`src/rtl/fwd_hazard_unit.sv`:
```
// Forwarding-select and load-use hazard unit for an in-order pipeline.
// Optional stall_cycles perf counter enabled by defining FWD_HAZARD_PERF_CNT_EN.
module fwd_hazard_unit #(
    parameter int REG_AW     = 5,
    parameter int NUM_STAGES = 3,
    parameter int LOAD_LAT   = 1,
    localparam int FW        = $clog2(NUM_STAGES + 1)
) (
    input  logic              clk,
    input  logic              rst_n,
    input  logic              id_valid,
    input  logic [REG_AW-1:0] id_rs,
    input  logic [REG_AW-1:0] id_rt,
    input  logic [REG_AW-1:0] id_rd,
    input  logic              id_regwrite,
    input  logic              id_memread,
    input  logic              flush,
    output logic              stall,
    output logic [FW-1:0]     fwd_rs,
    output logic [FW-1:0]     fwd_rt
`ifdef FWD_HAZARD_PERF_CNT_EN
    ,
    output logic [31:0]       stall_cycles
`endif
);

    localparam logic [FW-1:0] LOAD_LAT_K = FW'(LOAD_LAT);

    logic [REG_AW-1:0] trk_rd [1:NUM_STAGES];
    logic              trk_we [1:NUM_STAGES];
    logic              trk_ld [1:NUM_STAGES];

    logic          rs_hit, rt_hit;
    logic          rs_ld, rt_ld;
    logic [FW-1:0] rs_k, rt_k;
    logic          rs_load_use, rt_load_use;
    logic          issue;

    // Scan from the oldest comparable stage down so the youngest match overwrites.
    // The last stage is skipped: the register file already returns its result.
    always_comb begin
        rs_hit = 1'b0;
        rs_k   = '0;
        rs_ld  = 1'b0;
        rt_hit = 1'b0;
        rt_k   = '0;
        rt_ld  = 1'b0;
        for (int k = NUM_STAGES - 1; k >= 1; k--) begin
            if (trk_we[k] && (trk_rd[k] != '0) && (trk_rd[k] == id_rs)) begin
                rs_hit = 1'b1;
                rs_k   = FW'(k);
                rs_ld  = trk_ld[k];
            end
            if (trk_we[k] && (trk_rd[k] != '0) && (trk_rd[k] == id_rt)) begin
                rt_hit = 1'b1;
                rt_k   = FW'(k);
                rt_ld  = trk_ld[k];
            end
        end
    end

    assign rs_load_use = rs_hit && rs_ld && (rs_k <= LOAD_LAT_K);
    assign rt_load_use = rt_hit && rt_ld && (rt_k <= LOAD_LAT_K);
    assign stall       = id_valid && !flush && (rs_load_use || rt_load_use);
    assign issue       = id_valid && !stall && !flush;

    // Select is k+1 because the producer advances one stage as the consumer enters EX.
    always_ff @(posedge clk or negedge rst_n) begin
        if (!rst_n) begin
            for (int k = 1; k <= NUM_STAGES; k++) begin
                trk_rd[k] <= '0;
                trk_we[k] <= 1'b0;
                trk_ld[k] <= 1'b0;
            end
            fwd_rs <= '0;
            fwd_rt <= '0;
        end else begin
            if (issue) begin
                trk_rd[1] <= id_rd;
                trk_we[1] <= id_regwrite;
                trk_ld[1] <= id_memread;
            end else begin
                trk_rd[1] <= '0;
                trk_we[1] <= 1'b0;
                trk_ld[1] <= 1'b0;
            end
            for (int k = 2; k <= NUM_STAGES; k++) begin
                trk_rd[k] <= trk_rd[k-1];
                trk_we[k] <= trk_we[k-1];
                trk_ld[k] <= trk_ld[k-1];
            end
            fwd_rs <= (issue && rs_hit) ? rs_k + FW'(1) : '0;
            fwd_rt <= (issue && rt_hit) ? rt_k + FW'(1) : '0;
        end
    end

`ifdef FWD_HAZARD_PERF_CNT_EN
    always_ff @(posedge clk or negedge rst_n) begin
        if (!rst_n) begin
            stall_cycles <= '0;
        end else if (stall && (stall_cycles != 32'hFFFF_FFFF)) begin
            stall_cycles <= stall_cycles + 32'd1;
        end
    end
`endif

endmodule

```
`config.mk`:
```
export PLATFORM = sky130hd
export DESIGN_NAME = fwd_hazard_unit
export DESIGN_NICKNAME = d
export VERILOG_FILES = /design/src/rtl/fwd_hazard_unit.sv
export SDC_FILE = /design/constraint.sdc
export NUM_CORES = 1
export LEC_CHECK = 0
export CORE_MARGIN = 2
export CORE_UTILIZATION = 59
export CTS_CLUSTER_DIAMETER = 100
export CTS_CLUSTER_SIZE = 30
export DETAILED_ROUTE_END_ITERATION = 7
export DONT_BUFFER_PORTS = 1
export PLACE_DENSITY = 0.84
export SLEW_MARGIN = 10
export SYNTH_ARGS = -nofsm -noshare
export SYNTH_HDL_FRONTEND = slang
export SYNTH_SLANG_ARGS = --single-unit
```
`constraint.sdc`:
```
create_clock -name clk -period 2 [get_ports clk]
set_input_delay 0.1 -clock clk [delete_from_list [all_inputs] [get_ports clk]]
set_output_delay 0.1 -clock clk [all_outputs]
set_load 0.1 [all_outputs]
```
## Word level (Yosys, flattened, before mapping)

Index checks and enable logic that the tools add are counted.

- Register bits after elaboration: 18
- Input bits: 21
- Output and inout port bits: 5
- Logic and storage cells: 54

- $add $sub $neg: 2
- $lt $le $gt $ge: 2
- Equality and inequality tests: 4
- Mux-type cells: 17
- Reduce and logical (&&, ||, !) cells: 21

Operators with widths:

| cell | number |
|---|---|
| 5-bit equality test | 4 |
| 1-bit logical AND | 16 |
| 2-bit two-way mux | 6 |
| 1-bit two-way mux | 10 |
| 5-bit nonzero test | 2 |
| 5-bit two-way mux | 1 |
| 2-bit by 1-bit adder with 2-bit output (second input constant) | 2 |
| 2-bit by 1-bit less-or-equal comparator with 1-bit output (second input constant) | 2 |
| 1-bit zero test | 2 |
| 1-bit logical OR | 1 |

## Longest topological paths before layout

Gate-level depths: netlist of run 1.

- Depth in word-level cells: 14
- Depth in mapped cells: 5
- Gate-level depth less buffers: 5

## Worst setup path after synthesis of run 1

OpenSTA, ideal clock, no wires.

- Path kind: register -> output
- From: register trk_rd[11] (netlist name)
- To: output port stall
- Arrival: 2,179 ps
- Data required time: 1,900 ps
- Slack: -279 ps
- Stages on the path, launching flop included: 6
- Path buffers: 0
- Cell sequence: dfrtp_1 > xnor2_1 > nand2_1 > or3_4 > a211oi_4 > and2_1

- Word-level cells in the longest chain between the ends: 8
- Elaborated cells on any way between the ends: 20
- Those cells by class: order compare: 2; eq/ne: 2; mux: 6; reduce/logical: 10

Ends and longest elaborated chain:

| what | line | source |
|---|---|---|
| start: declaration | 29 | `logic [REG_AW-1:0] trk_rd [1:NUM_STAGES];` |
| start signal: indexed assignment | 88 | `trk_rd[k] <= trk_rd[k-1];` |
| 5-bit nonzero test | 49, 54 |  |
| 1-bit logical AND | 49, 54 |  |
| 1-bit logical AND, on equally long branches | 49, 54 |  |
| 2-bit two-way mux, or another cell as far along | 49 | `if (trk_we[k] && (trk_rd[k] != '0) && (trk_rd[k] == id_rs)) begin` |
| 2-bit by 1-bit less-or-equal comparator with 1-bit output, or another cell as far along | 62 | `assign rs_load_use = rs_hit && rs_ld && (rs_k <= LOAD_LAT_K);` |
| 1-bit logical AND, on equally long branches | 62, 63 |  |
| 1-bit logical OR * | 64 | `assign stall = id_valid && !flush && (rs_load_use \|\| rt_load_use);` |
| 1-bit logical AND * | 64 |  |
| end: declaration | 18 | `output logic stall,` |

Mark *: on every way between the ends. The rest lies on a longest branch, timed or not.

## Final worst setup path of run 1

- From: register trk_rd[13] (netlist name)
- To: output port stall

The elaborated chain is that of the path after synthesis.

==> impl_results.md, run 1 <==
- Outcome: finished with violations
- Violated checks: negative setup slack
- Initial antenna violation count: 0
- P_int: 472 µW
- H-tree levels: 1
- Final WL: roughly 1900 µm
- Worst-skew pair later-pin latency: 290 ps
- Die width: 41.6 µm
- PwrDens: 613 nW/µm²
- Switching portion of total power: between 20% and 30%
- Detailed-placement wirelength estimate: 1300 µm
- CP delay by family, top: simple AND/OR/NAND/NOR gates
- Syn_area_per_cell: 10.4 µm²
- Adder-cell share of the synthesized area: 0%
- Routability cong.: between 0.8 and 0.9
- Number of routed nets with antenna violations: 0
- Die area: approximately 1700 µm²
- DRC: 0
- Compound-Gate Fraction of Synth Area: around 6.4%
- First-pass GRT wire length: 3070 µm
- Post-synth top area share: between 50% and 60%
- Combinational family with the most area after synthesis: XOR/XNOR gates
- Final Hold Viols: 0
- Post-synthesis register bit count: 17
- CTS buffer count: 3
- CTS clock-pin slew for the worst setup and hold paths: approximately 100 ps
- Initial DRC Count: 9
- Clock power share: ~29%
- Period utilization: 108%
- Post-DP Area: 898 µm²
- Clk sink count: 17
- Worst path cell trace: xnor2_1 > nand2_1 > or3_4 > a211oi_4 > and2_4
- Mux contribution to synthesized area: 0%
- Synth Area in XOR/XNOR: a little over a fifth
- Comb pwr share: between 10% and 20%
- Max Clk Rate: around 0.46 GHz
- Register area share after synthesis: between 50% and 60%
- Layout cells sized above 1: between 10% and 20%
- Chip height: approximately 42 µm
- N_diodes: 0
- Vias in the first global route: between 600 and 700
- LEAKAGE: about 0.47 nW
- Slew headroom: a little over half
- CP bufs+invs: 0
- Switching Power: 159 µW
- Initial Utilization: between 60 and 70%
- Min Clock Period, post-route: between 2000 and 2500 ps
- Final WS setup: -155 ps
- Hold WC Path Type: in -> reg
- Slew of the pin with the lowest slew margin: about 710 ps
- CP peak stage delay: 440 ps
- Synth Area in Simple Gates: around a fifth
- Nets: between 100 and 150
- Core ar.: between 1000 and 1500 µm²
- Vias: about 640
- Final instance area: 1030 µm²
- Cell count after placement: 100
- Unrepaired setup endpoints after global routing: yes
- Post-synth cell types: 17
- Root Buffer: clkbuf_4
- Total GRT Usage: 24.2%
- CP Launch Type: flip-flop
- CTS tree: built
- I/O Buffers: 0
- WL/cell: roughly 17 µm
- Fillers: slightly above 80
- Post-synthesis cell count: 80
- Area Growth Syn to Fin: 23.2%
- VDD IR-drop max: 0.395 mV
- I/O pin count: 26
- Max Cap Viol: 0
- Crit Path Max Fanout: 3
- Ys Warns: 0
- Row count: 13
- # setup viols final: 1
- Max-slew violation count: 0
- GRT overflow: 0
- Total iterations of the first detailed-routing run: 4
- Crit path capture type: output pin
- WP data arrival: ~2100 ps
- Slowest-stage cell, CP: dfrtp_1
- Post-synth top area cell: dfrtp_1
- Non-filler cells, final: around 110
- Max clock buf depth: 2
- Reg power frac: 58.0%
- Largest net degree at the start of global routing: 18
- Critical Path RT: 1900 ps
- Setup CP Type: reg -> out
- Via-per-instance ratio: 5.63
- Mapped Area: 836 µm²
- Final Skew: between 6 and 7 ps
- Synth top area cells: dfrtp_1 51%, xnor2_1 15%, xor2_1 6.3%
- Syn Nets: slightly above 100
[layout by cell type, fill, tap and decap left out]
cell           count
xor2_1             6
dfrtp_2            1
nand2_1           13
xnor2_2            1
nor2b_1            1
dlygate4sd3_1      8
a211oi_1           2
clkbuf_4           3
inv_1              1
nor4_1             4
a211oi_4           1
nand4_1            2
buf_4              8
dfrtp_1           16
or3_4              2
xnor2_1           13
nor2_1            10
o21ai_0            2
and2_4             1
or4_1              2
clkinv_2           1
o21ai_2            1
[tightest hold or removal path, delay by kind of cell]
| kind | cells | cell delay [ps] |
|---|---|---|
| and+or+nand+nor | 3 | 120 |
| buffers and inverters | 1 | 160 |
[Yosys cell counts, drive strengths merged]
cell and count:
dfrtp 17, xnor2 14, nand2 13, nor2 10, xor2 6, nor4 4
a211oi 3, o21ai 3, nand4 2, or3 2, or4 2, and2 1
clkbuf 1, inv 1, nor2b 1
[power groups by stage]
| stage | Clock, mW | Sequential (mW) | Combinational [mW] |
|---|---|---|---|
| CTS | 0.181 | 0.365 | 0.0786 |
| detailed placement | 0 | 0.372 | 0.0584 |
| finish | 0.184 | 0.366 | 0.0810 |
| global route | 0.204 | 0.367 | 0.0896 |
| floorplan | 0 | 0.370 | 0.0497 |
| global placement | 0 | 0.371 | 0.0566 |
[cell type report]
class | count | area [µm²] | area share, %
well taps | 15 | 18.8 | 1.82
flip-flops and latches | 17 | 427 | 41.4
inverters | 1 | 3.75 | 0.365
clock buffers | 3 | 22.5 | 2.19
multi-input cells | 61 | 413 | 40.1
repair buffers | 16 | 140 | 13.6
clock inverters | 1 | 5.00 | 0.486
[routing by layer]
layer | vias to the layer above | track usage [%] | wire, µm
met5 | - | 0 | 0
met4 | 0 | 5.81 | 20
met3 | 6 | 7.83 | 132
met2 | 31 | 40.9 | 976
met1 | 302 | 29.9 | 762
li1 | 303 | - | -
[path summary, 6_finish.rpt]
kind                            startpoint          to  slack [ps]  cells after the start
min in group asynchronous            rst_n  trk_rd[13]         290                      1
worst max-delay path            trk_rd[13]       stall        -150                      5
worst min register to register   trk_we[2]   trk_we[1]         420                      0
worst max register to register  trk_rd[13]   fwd_rs[1]          70                      7
worst min-delay path                 flush  trk_rd[11]         120                      4
max in group asynchronous            rst_n  trk_rd[12]        1220                      1
[cell families after synthesis]
logic type                count (synthesis)
AOI/OAI and AO/OA                         6
DFF                                      17
buffers and inverters                     2
and+or+nand+nor                          35
xor gates and xnor gates                 20
[registers in the layout (all words and copies together), names as in the netlist]
signal  count
trk_we      2
trk_rd     10
fwd_rs      2
fwd_rt      2
trk_ld      1
[through the flow]
step	total power, mW	utilization, %	setup slack, ps	hold WS, ps	setup TNS, ps
global route	0.661	78.2	-210	127	-210
floorplan	0.420	-	133	-196	0
finish	0.631	78.2	-155	119	-155
CTS	0.624	77.5	-125	126	-125
global placement	0.428	68.2	189	-195	0
detailed placement	0.431	68.2	186	-195	0
[repair_timing]
item	CTS	global route
hold endpoints to repair	24	0
resized for setup	0	2
hold buffers	8	0
pin swaps	5	2
buffers inserted	2	0
endpoints found under the setup margin	1	1
No activity file was read; power rests on OpenSTA's default activity.
==> inputs of run 2 (changes only) <==
--- a/config.mk
+++ b/config.mk
@@ -5,13 +5,14 @@
 export SDC_FILE = /design/constraint.sdc
 export NUM_CORES = 1
 export LEC_CHECK = 0
+export CAP_MARGIN = 20
 export CORE_MARGIN = 2
-export CORE_UTILIZATION = 59
+export CORE_UTILIZATION = 53
 export CTS_CLUSTER_DIAMETER = 100
 export CTS_CLUSTER_SIZE = 30
 export DETAILED_ROUTE_END_ITERATION = 7
 export DONT_BUFFER_PORTS = 1
-export PLACE_DENSITY = 0.84
+export PLACE_DENSITY = 0.8
 export SLEW_MARGIN = 10
 export SYNTH_ARGS = -nofsm -noshare
 export SYNTH_HDL_FRONTEND = slang
==> constraint.sdc (replaced) <==
create_clock -name clk -period 1.95 [get_ports clk]
set_input_delay 0.0975 -clock clk [delete_from_list [all_inputs] [get_ports clk]]
set_output_delay 0.0975 -clock clk [all_outputs]
set_load 0.1 [all_outputs]
==> impl_results.md, run 2 (synthesis results as in run 1) <==
- Outcome: finished with violations
- Violated checks: negative setup slack
- WL/cell: 15.5 µm
- Final Skew: 8.81 ps
- VDD IR-drop max: 0.612 mV
- Number of routed nets with antenna violations: 0
- Max clock buf depth: 2
- Period utilization: 110%
- Die width: 43.7 µm
- Routing usage on met3: between 4 and 5%
- # setup viols final: 1
- Final instance area: between 1000 and 1500 µm²
- Max Clk Rate: about 0.47 GHz
- Crit Path Max Fanout: 4
- Max reg flops: 10
- Critical Path Start: trk_rd[11]
- Unrepaired setup endpoints after global routing: yes
- Fin util: roughly 69%
- Vias: roughly 650
- Nets: roughly 120
- Die area: between 1500 and 2000 µm²
- GRT overflow: 0
- Worst setup path end: stall
- Final WS setup: -189 ps
- Clock power share: between 20 and 30%
- Setup TNS: -189 ps
- Commonest non-fill, non-tap cell in the layout: dfrtp_1
- Routability cong.: 0.862
- Worst-skew pair later-pin latency: between 200 and 300 ps
- FF-to-FF End: fwd_rs[1]
- Layout cells sized above 1: 19.2%
- Switching Power: ~160 µW
- H-tree levels: 1
- Final Hold Viols: 0
- Total iterations of the first detailed-routing run: 4
- Worst-case reg-to-reg path depth: 6
- I/O Buffers: 0
- Detailed-placement wirelength estimate: 1310 µm
- Slew of the pin with the lowest slew margin: between 700 and 800 ps
- Met1 Use GR: between 20% and 30%
- Vias in the first global route: 702
- CP Launch Type: flip-flop
- LEAKAGE: 0.462 nW
- Min Clock Period, post-route: approximately 2100 ps
- Slew headroom: between 50% and 60%
- CTS clock-pin slew for the worst setup and hold paths: approximately 100 ps
- Max-slew violation count: 0
- DRC: 0
- Register area: roughly 430 µm²
- R2r startpoint: trk_rd[12]
- Post-DP Area: ~900 µm²
- R2R setup slack: ~110 ps
- Via-per-instance ratio: about 5.7
- PwrDens: between 600 and 700 nW/µm²
- Initial DRC Count: 24
- Largest net degree at the start of global routing: 18
- Met2 Resource Use GR: between 30% and 40%
- Multi-input logic area: approximately 410 µm²
- Hold WC Path Type: in -> reg
- Core ar.: ~1500 µm²
- P_int: roughly 490 µW
- Chip height: between 40 and 50 µm
- Row count: 14
- Max Cap Viol: 0
- Critical Path RT: 1850 ps
- First-pass GRT wire length: 2950 µm
- N_diodes: 0
- Root Buffer: clkbuf_4
- Final WL: ~1800 µm
- CTS tree: built
- Initial Utilization: 56.1%
- Reg power frac: between 50 and 60%
- Initial antenna violation count: 0
- WP data arrival: 2040 ps
- I/O pin count: 26
- Switching portion of total power: roughly a quarter
- Total GRT Usage: around 21%
- Most frequent cells in the layout: 15 x dfrtp_1, 13 x xnor2_1, 13 x nand2_1, 10 x nor2_1
- Clk sink count: 17
- GR peak layer: met2
- Area Growth Syn to Fin: 23.4%
- Crit path capture type: output pin
- Fillers: ~120
- Register with the most flip-flops: trk_rd
- Comb pwr share: 13.4%
- CTS buffer count: 3
- Setup CP Type: reg -> out
-- run 2: metal layers --
layer  up-vias  share of wire, %
met1       308                40
li1        309                 -
met3         7               8.0
met2        30                50
met4         0               2.1
met5         -                 0
-- run 2: worst min-delay path by stage --
stage / depth (start not counted) / start / slack, ps / endpoint
3_3_place_gp: 0 / rst_n / -200 / trk_rd[8]
3_5_place_dp: 0 / rst_n / -200 / fwd_rt[0]
4_1_cts: 4 / flush / 120 / trk_ld[2]
2_1_floorplan: 0 / rst_n / -200 / fwd_rs[0]
6_report: 4 / flush / 120 / trk_ld[2]
5_1_grt: 4 / flush / 140 / fwd_rt[0]
-- run 2: layout make-up --
type / instances / share of cell area, %
Clock buffer: 4 / 2.55
Inverter: 1 / 0.364
Multi-Input combinational cell: 61 / 40.0
Sequential cell: 17 / 41.5
Tap cell: 16 / 1.94
Timing Repair Buffer: 16 / 13.6
-- run 2: what timing repair did --
action / 4_1_cts / 5_1_grt
resized for setup: 0 / 3
setup buffers: 1 / 1
hold buffers: 8 / 0
gates cloned: 0 / 0
hold endpoints to repair: 24 / 0
setup endpoints to repair: 1 / 1
pin swaps: 3 / 2
-- run 2: power by group through the flow --
stage	registers, mW	clock network (mW)	logic [mW]
3_3_place_gp	0.381	0	0.0582
5_1_grt	0.377	0.197	0.0961
6_report	0.375	0.186	0.0866
3_5_place_dp	0.382	0	0.0616
4_1_cts	0.374	0.185	0.0823
2_1_floorplan	0.379	0	0.0510
-- run 2: critical path, stage by stage (launching register included) --
cell	delay (ps)
dfrtp_2	460
xnor2_2	160
nand2_1	100
or3_4	410
a211oi_4	270
and2_4	370
-- run 2: metrics by stage --
stage | total power [mW] | hold WS (ps) | setup WS [ps] | instances
6_report | 0.648 | 121 | -189 | 115
3_3_place_gp | 0.439 | -198 | 148 | 101
4_1_cts | 0.642 | 121 | -161 | 114
3_5_place_dp | 0.443 | -198 | 141 | 101
5_1_grt | 0.670 | 139 | -267 | 115
2_1_floorplan | 0.430 | -198 | 85.8 | 80
